[src/rtl/lru_arb_requester4.sv]
// lru_arb_requester4: requester-side front end for the 4-way LRU arbiter.
// Collects client request pulses into per-client pending counters, runs the
// ISSUE/CAPTURE handshake with the arbiter and returns accepted grants to the
// clients as one-cycle pulses. Protocol violations are flagged (sticky).
// Optional feature: define STARVE_MON_EN to build the per-client starvation
// monitor; without it the starve outputs are tied to zero.

module lru_arb_requester4 #(
  parameter int CNT_W        = 2,
  parameter int STARVE_LIMIT = 8
) (
  input  logic       clk,
  input  logic       reset_n,
  input  logic [3:0] cli_req,
  output logic [3:0] cli_gnt,
  output logic       arb_enable,
  output logic [3:0] arb_req,
  input  logic [3:0] arb_grant,
  output logic       busy,
  output logic [3:0] overflow,
  output logic       proto_err,
  output logic [3:0] starve
);

  typedef enum logic [1:0] {
    IDLE    = 2'd0,
    ISSUE   = 2'd1,
    CAPTURE = 2'd2
  } state_t;

  localparam logic [CNT_W-1:0] CNT_MAX = '1;
  localparam logic [CNT_W-1:0] CNT_ONE = CNT_W'(1);

  // Both parameters must describe at least one outstanding request / one round.
  if (CNT_W < 1 || STARVE_LIMIT < 1) begin : g_param_check
    $error("lru_arb_requester4: CNT_W and STARVE_LIMIT must be at least 1");
  end

  state_t                 state;
  state_t                 state_next;
  logic [3:0][CNT_W-1:0]  cnt;
  logic [3:0][CNT_W-1:0]  cnt_next;
  logic [3:0]             cnt_nz_next;
  logic [3:0]             ovf_set;
  logic [3:0]             iss_req;
  logic                   in_capture;
  logic                   grant_onehot;
  logic                   grant_subset;
  logic                   grant_accept;
  logic                   grant_bad;
  logic [3:0]             acc_vec;

  // Classify the arbiter's grant while in CAPTURE: accept, ignore (zero) or error.
  always_comb begin
    in_capture   = (state == CAPTURE);
    grant_onehot = (arb_grant != 4'd0) && ((arb_grant & (arb_grant - 4'd1)) == 4'd0);
    grant_subset = ((arb_grant & ~iss_req) == 4'd0);
    grant_accept = in_capture && grant_onehot && grant_subset;
    grant_bad    = in_capture && (arb_grant != 4'd0) && !(grant_onehot && grant_subset);
    acc_vec      = grant_accept ? arb_grant : 4'd0;
  end

  // Pending counters: +1 per request, -1 per accepted grant, saturate instead of wrapping.
  always_comb begin
    cnt_next    = cnt;
    ovf_set     = 4'd0;
    cnt_nz_next = 4'd0;
    for (int i = 0; i < 4; i++) begin
      if (cli_req[i] && !acc_vec[i]) begin
        if (cnt[i] == CNT_MAX) begin
          ovf_set[i] = 1'b1;
        end else begin
          cnt_next[i] = cnt[i] + CNT_ONE;
        end
      end else if (!cli_req[i] && acc_vec[i]) begin
        cnt_next[i] = cnt[i] - CNT_ONE;
      end
      cnt_nz_next[i] = (cnt_next[i] != '0);
    end
  end

  // FSM state register.
  always_ff @(posedge clk) begin
    if (!reset_n) begin
      state <= IDLE;
    end else begin
      state <= state_next;
    end
  end

  // Next state: a round starts as soon as a counter becomes nonzero, and rounds repeat every two cycles.
  always_comb begin
    state_next = state;
    case (state)
      IDLE:    state_next = (|cnt_nz_next) ? ISSUE : IDLE;
      ISSUE:   state_next = CAPTURE;
      CAPTURE: state_next = (|cnt_nz_next) ? ISSUE : IDLE;
      default: state_next = IDLE;
    endcase
  end

  // FSM outputs: enable only in ISSUE; busy while anything is pending or a round is open.
  always_comb begin
    arb_enable = (state == ISSUE);
    busy       = (state != IDLE);
    for (int i = 0; i < 4; i++) begin
      if (cnt[i] != '0) begin
        busy = 1'b1;
      end
    end
  end

  // Datapath registers; arb_req is frozen while a round is in CAPTURE so the arbiter sees a stable vector.
  always_ff @(posedge clk) begin
    if (!reset_n) begin
      cnt       <= '0;
      arb_req   <= 4'd0;
      iss_req   <= 4'd0;
      cli_gnt   <= 4'd0;
      overflow  <= 4'd0;
      proto_err <= 1'b0;
    end else begin
      cnt <= cnt_next;
      if (state_next != CAPTURE) begin
        arb_req <= cnt_nz_next;
      end
      if (state == ISSUE) begin
        iss_req <= arb_req;
      end
      cli_gnt   <= acc_vec;
      overflow  <= overflow | ovf_set;
      proto_err <= proto_err | grant_bad;
    end
  end

`ifdef STARVE_MON_EN
  localparam int              SC_W     = $clog2(STARVE_LIMIT + 1);
  localparam logic [SC_W-1:0] SC_LIMIT = SC_W'(STARVE_LIMIT);
  localparam logic [SC_W-1:0] SC_ONE   = SC_W'(1);

  logic [3:0][SC_W-1:0] round_cnt;
  logic [3:0][SC_W-1:0] round_cnt_next;
  logic [3:0]           starve_q;

  // Count rounds each issued client loses; any grant or an empty counter restarts the count.
  always_comb begin
    round_cnt_next = round_cnt;
    for (int i = 0; i < 4; i++) begin
      if (acc_vec[i] || (cnt_next[i] == '0)) begin
        round_cnt_next[i] = '0;
      end else if (in_capture && iss_req[i] && (round_cnt[i] != SC_LIMIT)) begin
        round_cnt_next[i] = round_cnt[i] + SC_ONE;
      end
    end
  end

  // Starve flags latch when a loss count reaches the limit and stay until reset.
  always_ff @(posedge clk) begin
    if (!reset_n) begin
      round_cnt <= '0;
      starve_q  <= 4'd0;
    end else begin
      round_cnt <= round_cnt_next;
      for (int i = 0; i < 4; i++) begin
        if (round_cnt_next[i] == SC_LIMIT) begin
          starve_q[i] <= 1'b1;
        end
      end
    end
  end

  assign starve = starve_q;
`else
  assign starve = 4'd0;
`endif

endmodule

[config.mk]
export PLATFORM = sky130hd
export DESIGN_NAME = lru_arb_requester4
export DESIGN_NICKNAME = d
export VERILOG_FILES = /design/src/rtl/lru_arb_requester4.sv
export SDC_FILE = /design/constraint.sdc
export NUM_CORES = 1
export LEC_CHECK = 0
export CAP_MARGIN = 20
export CORE_UTILIZATION = 51
export CTS_CLUSTER_DIAMETER = 150
export DETAILED_ROUTE_END_ITERATION = 10
export GPL_TIMING_DRIVEN = 0
export PLACE_DENSITY = 0.79
export SYNTH_ARGS = -nofsm -noshare
export SYNTH_HDL_FRONTEND = slang
export SYNTH_SLANG_ARGS = --single-unit
[constraint.sdc]
create_clock -name clk -period 3.4 [get_ports clk]
set_clock_uncertainty 0.15 [all_clocks]
set_input_delay 0.68 -clock clk [delete_from_list [all_inputs] [get_ports clk]]
set_output_delay 0.68 -clock clk [all_outputs]
set_load 0.02 [all_outputs]
# After elaboration in Yosys (flattened, before gate mapping)
# Cells that the tools add are included.
# classes
n_addsub	9
n_eq_ne	7
muxes	27
n_bitwise	5
reduce_logical	38
# op_table
op	n
$mux 2	12
$reduce_bool 2->1	9
$logic_and 1x1->1	14
$mux 1	13
$eq 2x2->1 const B	5
$logic_not 1->1	9
$add 2x1->2 const B	4
$and 4x4->4	2
$logic_not 4->1	2
$sub 2x1->2 const B	4
$mux 4	1
$not 4->4	1
$or 4x4->4	1
$pmux 2 s2	1
$reduce_bool 4->1	1
$reduce_or 4->1	1
$sub 4x1->4 const B	1
$eq 2x1->1 const B	1
$logic_not 2->1	1
$ne 2x2->1 const B	1
$reduce_or 2->1	1
$or 1x1->1	1
# word_totals
ff_bits	27
output_inout_bits	19
word_cells	96

# Depth between registers and ports, before layout
# logic_depth
depth_word	15
mapped_depth	7

# Worst setup path before layout
# OpenSTA, ideal clock, no wires.
# synth_timing
path_kind	input to register
start	input port arb_grant[1]
end	register state[0]
setup_ps	122
t_arrival_ps	2296
path_slack_ps	832
cell_stages	7
path_cell_list	or3b_1 > clkbuf_1 > or2_1 > a211oi_1 > o211ai_1 > nand2b_1 > o311a_1
# synth_via
elab_chain_cells	14
elab_cells_between_ends	37
classes_between	1 x add/sub; 11 x mux; 2 x bitwise; 23 x reduce/logical
# synth_lines
element	line_no	rtl
start, declared	18	input logic [3:0] arb_grant,
$sub 4x1->4	56	grant_onehot = (arb_grant != 4'd0) && ((arb_grant & (arb_grant - 4'd1)) == 4'd0);
$and 4x4->4	56	
$logic_not 4->1	56	
$logic_and 1x1->1	56	
$logic_and 1x1->1 (2 in a row)	58	grant_accept = in_capture && grant_onehot && grant_subset;
$mux 4 *	60	acc_vec = grant_accept ? arb_grant : 4'd0;
$logic_and 1x1->1 / $logic_not 1->1 (equally long branches)	75, 69	
$mux 2 / $logic_and 1x1->1 (equally long branches)	75, 69	
$mux 2	69	if (cli_req[i] && !acc_vec[i]) begin
$reduce_bool 2->1	78	cnt_nz_next[i] = (cnt_next[i] != '0);
$reduce_or 4->1 *	95, 97	
$mux 1 *	95, 97	
$pmux 2 s2 *	94	case (state)
end signal, assigned	87	state <= state_next;
end, declared	39	state_t state;
# Mark *: on every way between the ends. The rest lies on a longest branch, timed or not.
# A chain may end at the register's enable or synchronous reset.

# Worst setup path in the final report
# Ends and elaborated chain as after synthesis.

==> summary.md <==
| Metric | Value |
|---|---|
| Total routed wirelength | 3110 um |
| Maximum count of clock buffers along a single path | 2 |
| Number of remaining DRC errors | 0 |
| Clock Latency Late Sink | about 340 ps |
| Number of antenna violations at the first check in global routing | 0 |
| Critical path peak fanout | 8 |
| Tightest Hold Check Type | reg -> reg |
| Final clock period utilization by the worst path | 0.896 |
| Vias per inst | roughly 5.6 |
| Top_reg_cell synth | sky130_fd_sc_hd__dfxtp_1 |
| Leakage power of the design | a little under 0.7 nW |
| Height of the die | 56.6 um |
| TritonCTS Buffers | 3 |
| Worst r2r dst | state[0]$_SDFF_PN0_ |
| Final setup violation count | 0 |
| Cell with the most instances after synthesis | sky130_fd_sc_hd__dfxtp_1 |
| Share of synthesized flip-flops with an asynchronous set or reset | 0 |
| Worst slew margin relative to its limit | 0.577 |
| CP Capture Type | register |
| Global-route wire length before repair | 5480 um |
| Hold Path Stages | 2 |
| Critical setup path kind | in -> reg |
| Layout Cell Area excl Fill | between 1500 and 2000 um^2 |
| Most area-hungry cell type in the Yosys netlist | sky130_fd_sc_hd__dfxtp_1 |
| Endpoint arrival time on the critical path | 3130 ps |
| Syn Area/Cell | 8.70 um^2 |
| Routed vias | between 1000 and 1500 |
| Number of global-route vias before repair | 1296 |
| Hold buffers post-CTS | 0 |
| Area growth, synth to finish | 20.4% |
| Post-CTS Setup Bufs | 0 |
| Filler Cell Count | 255 |
| Number of placement rows | 19 |
| Maximum clock frequency | 328 MHz |
| Reg2reg path depth | 7 |
| End of the worst hold path | iss_req[0]$_SDFFE_PN0P_ |
| Buffers & Inverters on Critical Path | 2 |
| Minimum clock period after layout | slightly above 3000 ps |
| Remaining antenna violation count | 0 |
| Number of buffers added on ports | 23 |
| Die W | 56.6 um |
| Weighted congestion reported at the end of routability-driven placement | a little under 0.8 |
| Slew Limit Fails | 0 |
| Total of flip-flops plus latches after synthesis | 27 |
| Cells traversed along the worst timing path | clkdlybuf4s50_1 > or3b_1 > clkbuf_1 > or2_1 > a211oi_1 > o211ai_1 > nand2b_1 > o311a_1 |
| Resize count post-CTS | 0 |
| Final total power | about 0.65 mW |
| Maxcap violations | 0 |
| Critical path launch point type | primary input |
| Critical R2R Launch | iss_req[3]$_SDFFE_PN0P_ |
| Share of the synthesized area in the top cell type | 0.355 |
| Register-to-register path setup slack | 910 ps |
| Drt first pass iters | 4 |
| Final HPWL from detailed placement | 2400 um |
| Launch instance of the worst min-delay path | iss_req[0]$_SDFFE_PN0P_ |
| Top cells by count, synth | sky130_fd_sc_hd__dfxtp_1, sky130_fd_sc_hd__nand2_1, sky130_fd_sc_hd__ha_1, sky130_fd_sc_hd__inv_1 |
| Routed wire length per instance | 13.2 um |
| # nets final | 228 |
| Total inserted antenna cells | 0 |
| Longest individual stage delay on the worst path | between 500 and 600 ps |
| Pin slew with the least headroom to its limit | 618 ps |
| Sequential-to-total area share from yosys stat | 0.355 |
| Die outline area | around 3200 um^2 |
| Worst IR Drop VDD | 0.372 mV |
| Clock root buffer master | sky130_fd_sc_hd__clkbuf_4 |
| Kind of cell with the highest combined delay on the critical path | simple AND/OR/NAND/NOR gates |
| Number of endpoints with negative hold slack in the final report | 0 |
| Outcome | finished, final reports clean |
| Largest net degree at the start of global routing | 17 |
| Layout cell share with drive strength beyond 1 | 0.0780 |
| Number of warnings reported in the yosys synthesis log | 0 |
| Unrepaired setup endpoints after global routing | false |
| Effective utilization at floorplan | 0.547 |
| Required time reported for the critical path endpoint | 3480 ps |
| H-tree Lvls | 1 |
| Number of enable-type register cells in the synthesized netlist | 0 |
| Combined global-route utilization of all metal layers | 0.217 |
| Power Dens Cells | 356 nW/um^2 |
| Post-synth design cell area | approximately 1500 um^2 |
| Clock tree from TritonCTS | built |
| Area after DPL | 1800 um^2 |
| Ports placed on the boundary | 29 |
| Slowest stage cell on the critical path | sky130_fd_sc_hd__clkdlybuf4s50_1 |
| Grt ovf | 0 |
| Largest cells by area after synthesis | sky130_fd_sc_hd__dfxtp_1, sky130_fd_sc_hd__ha_1, sky130_fd_sc_hd__nand2_1 |
| TritonCTS sink count | 27 |
| Clk pin slew, worst setup/hold paths | 160 ps |
| Number of instances in the synthesized netlist | 175 |
| Core ar. | about 2800 um^2 |
| First DRT Iteration DRCs | 33 |
| Count of cell types in the netlist | 50 |
[report_power, final]
part	internal, mW	switching [mW]
clock	0.0452	0.102
combinational	0.0712	0.0813
sequential	0.335	0.0172
total	0.452	0.201
[area by class of cell]
cell class | count | area [um^2] | share of cell area
buffer | 10 | 52.6 | 0.0287
clock buffer | 3 | 22.5 | 0.0123
clock inverter | 1 | 7.51 | 0.00410
inverter | 13 | 48.8 | 0.0266
multi-input combinational | 128 | 892 | 0.487
sequential | 27 | 541 | 0.295
tap | 31 | 38.8 | 0.0212
timing repair buffer | 23 | 230 | 0.126
[flip-flops by register name (all words and copies together), names as in the netlist]
register,cells
arb_req,4
cli_gnt,4
proto_err,1
iss_req,4
overflow,4
state,2
cnt,8
[placed cells by master (no fill, tap or decap), types with 4 or more instances in the layout]
| cell | count |
|---|---|
| sky130_fd_sc_hd__a21boi_0 | 7 |
| sky130_fd_sc_hd__clkbuf_1 | 6 |
| sky130_fd_sc_hd__buf_4 | 4 |
| sky130_fd_sc_hd__conb_1 | 4 |
| sky130_fd_sc_hd__ha_1 | 12 |
| sky130_fd_sc_hd__nor2b_1 | 8 |
| sky130_fd_sc_hd__clkdlybuf4s50_1 | 23 |
| sky130_fd_sc_hd__dfxtp_1 | 27 |
| sky130_fd_sc_hd__nor2_1 | 8 |
| sky130_fd_sc_hd__inv_1 | 12 |
| sky130_fd_sc_hd__o22ai_1 | 5 |
| sky130_fd_sc_hd__nor3_1 | 5 |
| sky130_fd_sc_hd__a31oi_1 | 6 |
| sky130_fd_sc_hd__nand2_1 | 20 |
| sky130_fd_sc_hd__and2_1 | 5 |
[worst min-delay path, delay by kind of cell, from the launching register on]
family / cells / cell delay (ps)
flip-flops: 1 / 350
AND/OR/NAND/NOR: 1 / 50
AO/OA/AOI/OAI: 1 / 60
[cell families (layout without fill, tap and decap cells)]
family	after synthesis	in the layout	share of synthesized area
multiplexers	2	2	0.0140
adder cells (fa/ha/maj)	12	12	0.0986
AND/OR/NAND/NOR	67	67	0.253
flip-flops	27	27	0.355
AO/OA/AOI/OAI	41	41	0.199
other	1	4	0.00246
buffers and inverters	23	50	0.0666
XOR/XNOR	2	2	0.0115
[worst max path at each step]
stage,endpoint,depth (start not counted),slack (ps),from
final,state[0]$_SDFF_PN0_,8,350,arb_grant[1]
after global routing,state[0]$_SDFF_PN0_,7,170,arb_grant[1]
after global placement,state[0]$_SDFF_PN0_,7,-30,arb_grant[1]
after detailed placement,state[0]$_SDFF_PN0_,7,-30,arb_grant[1]
after CTS,state[0]$_SDFF_PN0_,7,330,arb_grant[1]
after floorplan,state[0]$_SDFF_PN0_,7,830,arb_grant[1]
[routing by layer]
layer | track usage | vias up | part of all wire
li1 | - | 674 | -
met1 | 0.282 | 605 | 0.47
met2 | 0.370 | 31 | 0.48
met3 | 0.0230 | 5 | 0.044
met4 | 0.0767 | 0 | 0.014
met5 | 0 | - | 0
[through the flow]
| step | setup WS (ps) | TNS, ps | util | instances | hold slack, ps |
|---|---|---|---|---|---|
| 2_1_floorplan | 832 | 0 | - | 178 | 294 |
| 3_3_place_gp | -28.2 | -28.2 | 0.648 | 232 | 296 |
| 3_5_place_dp | -25.8 | -25.8 | 0.648 | 232 | 312 |
| 4_1_cts | 330 | 0 | 0.659 | 236 | 341 |
| 5_1_grt | 166 | 0 | 0.659 | 236 | 365 |
| 6_report | 352 | 0 | 0.659 | 236 | 336 |
Power figures use the tool's default switching activity.
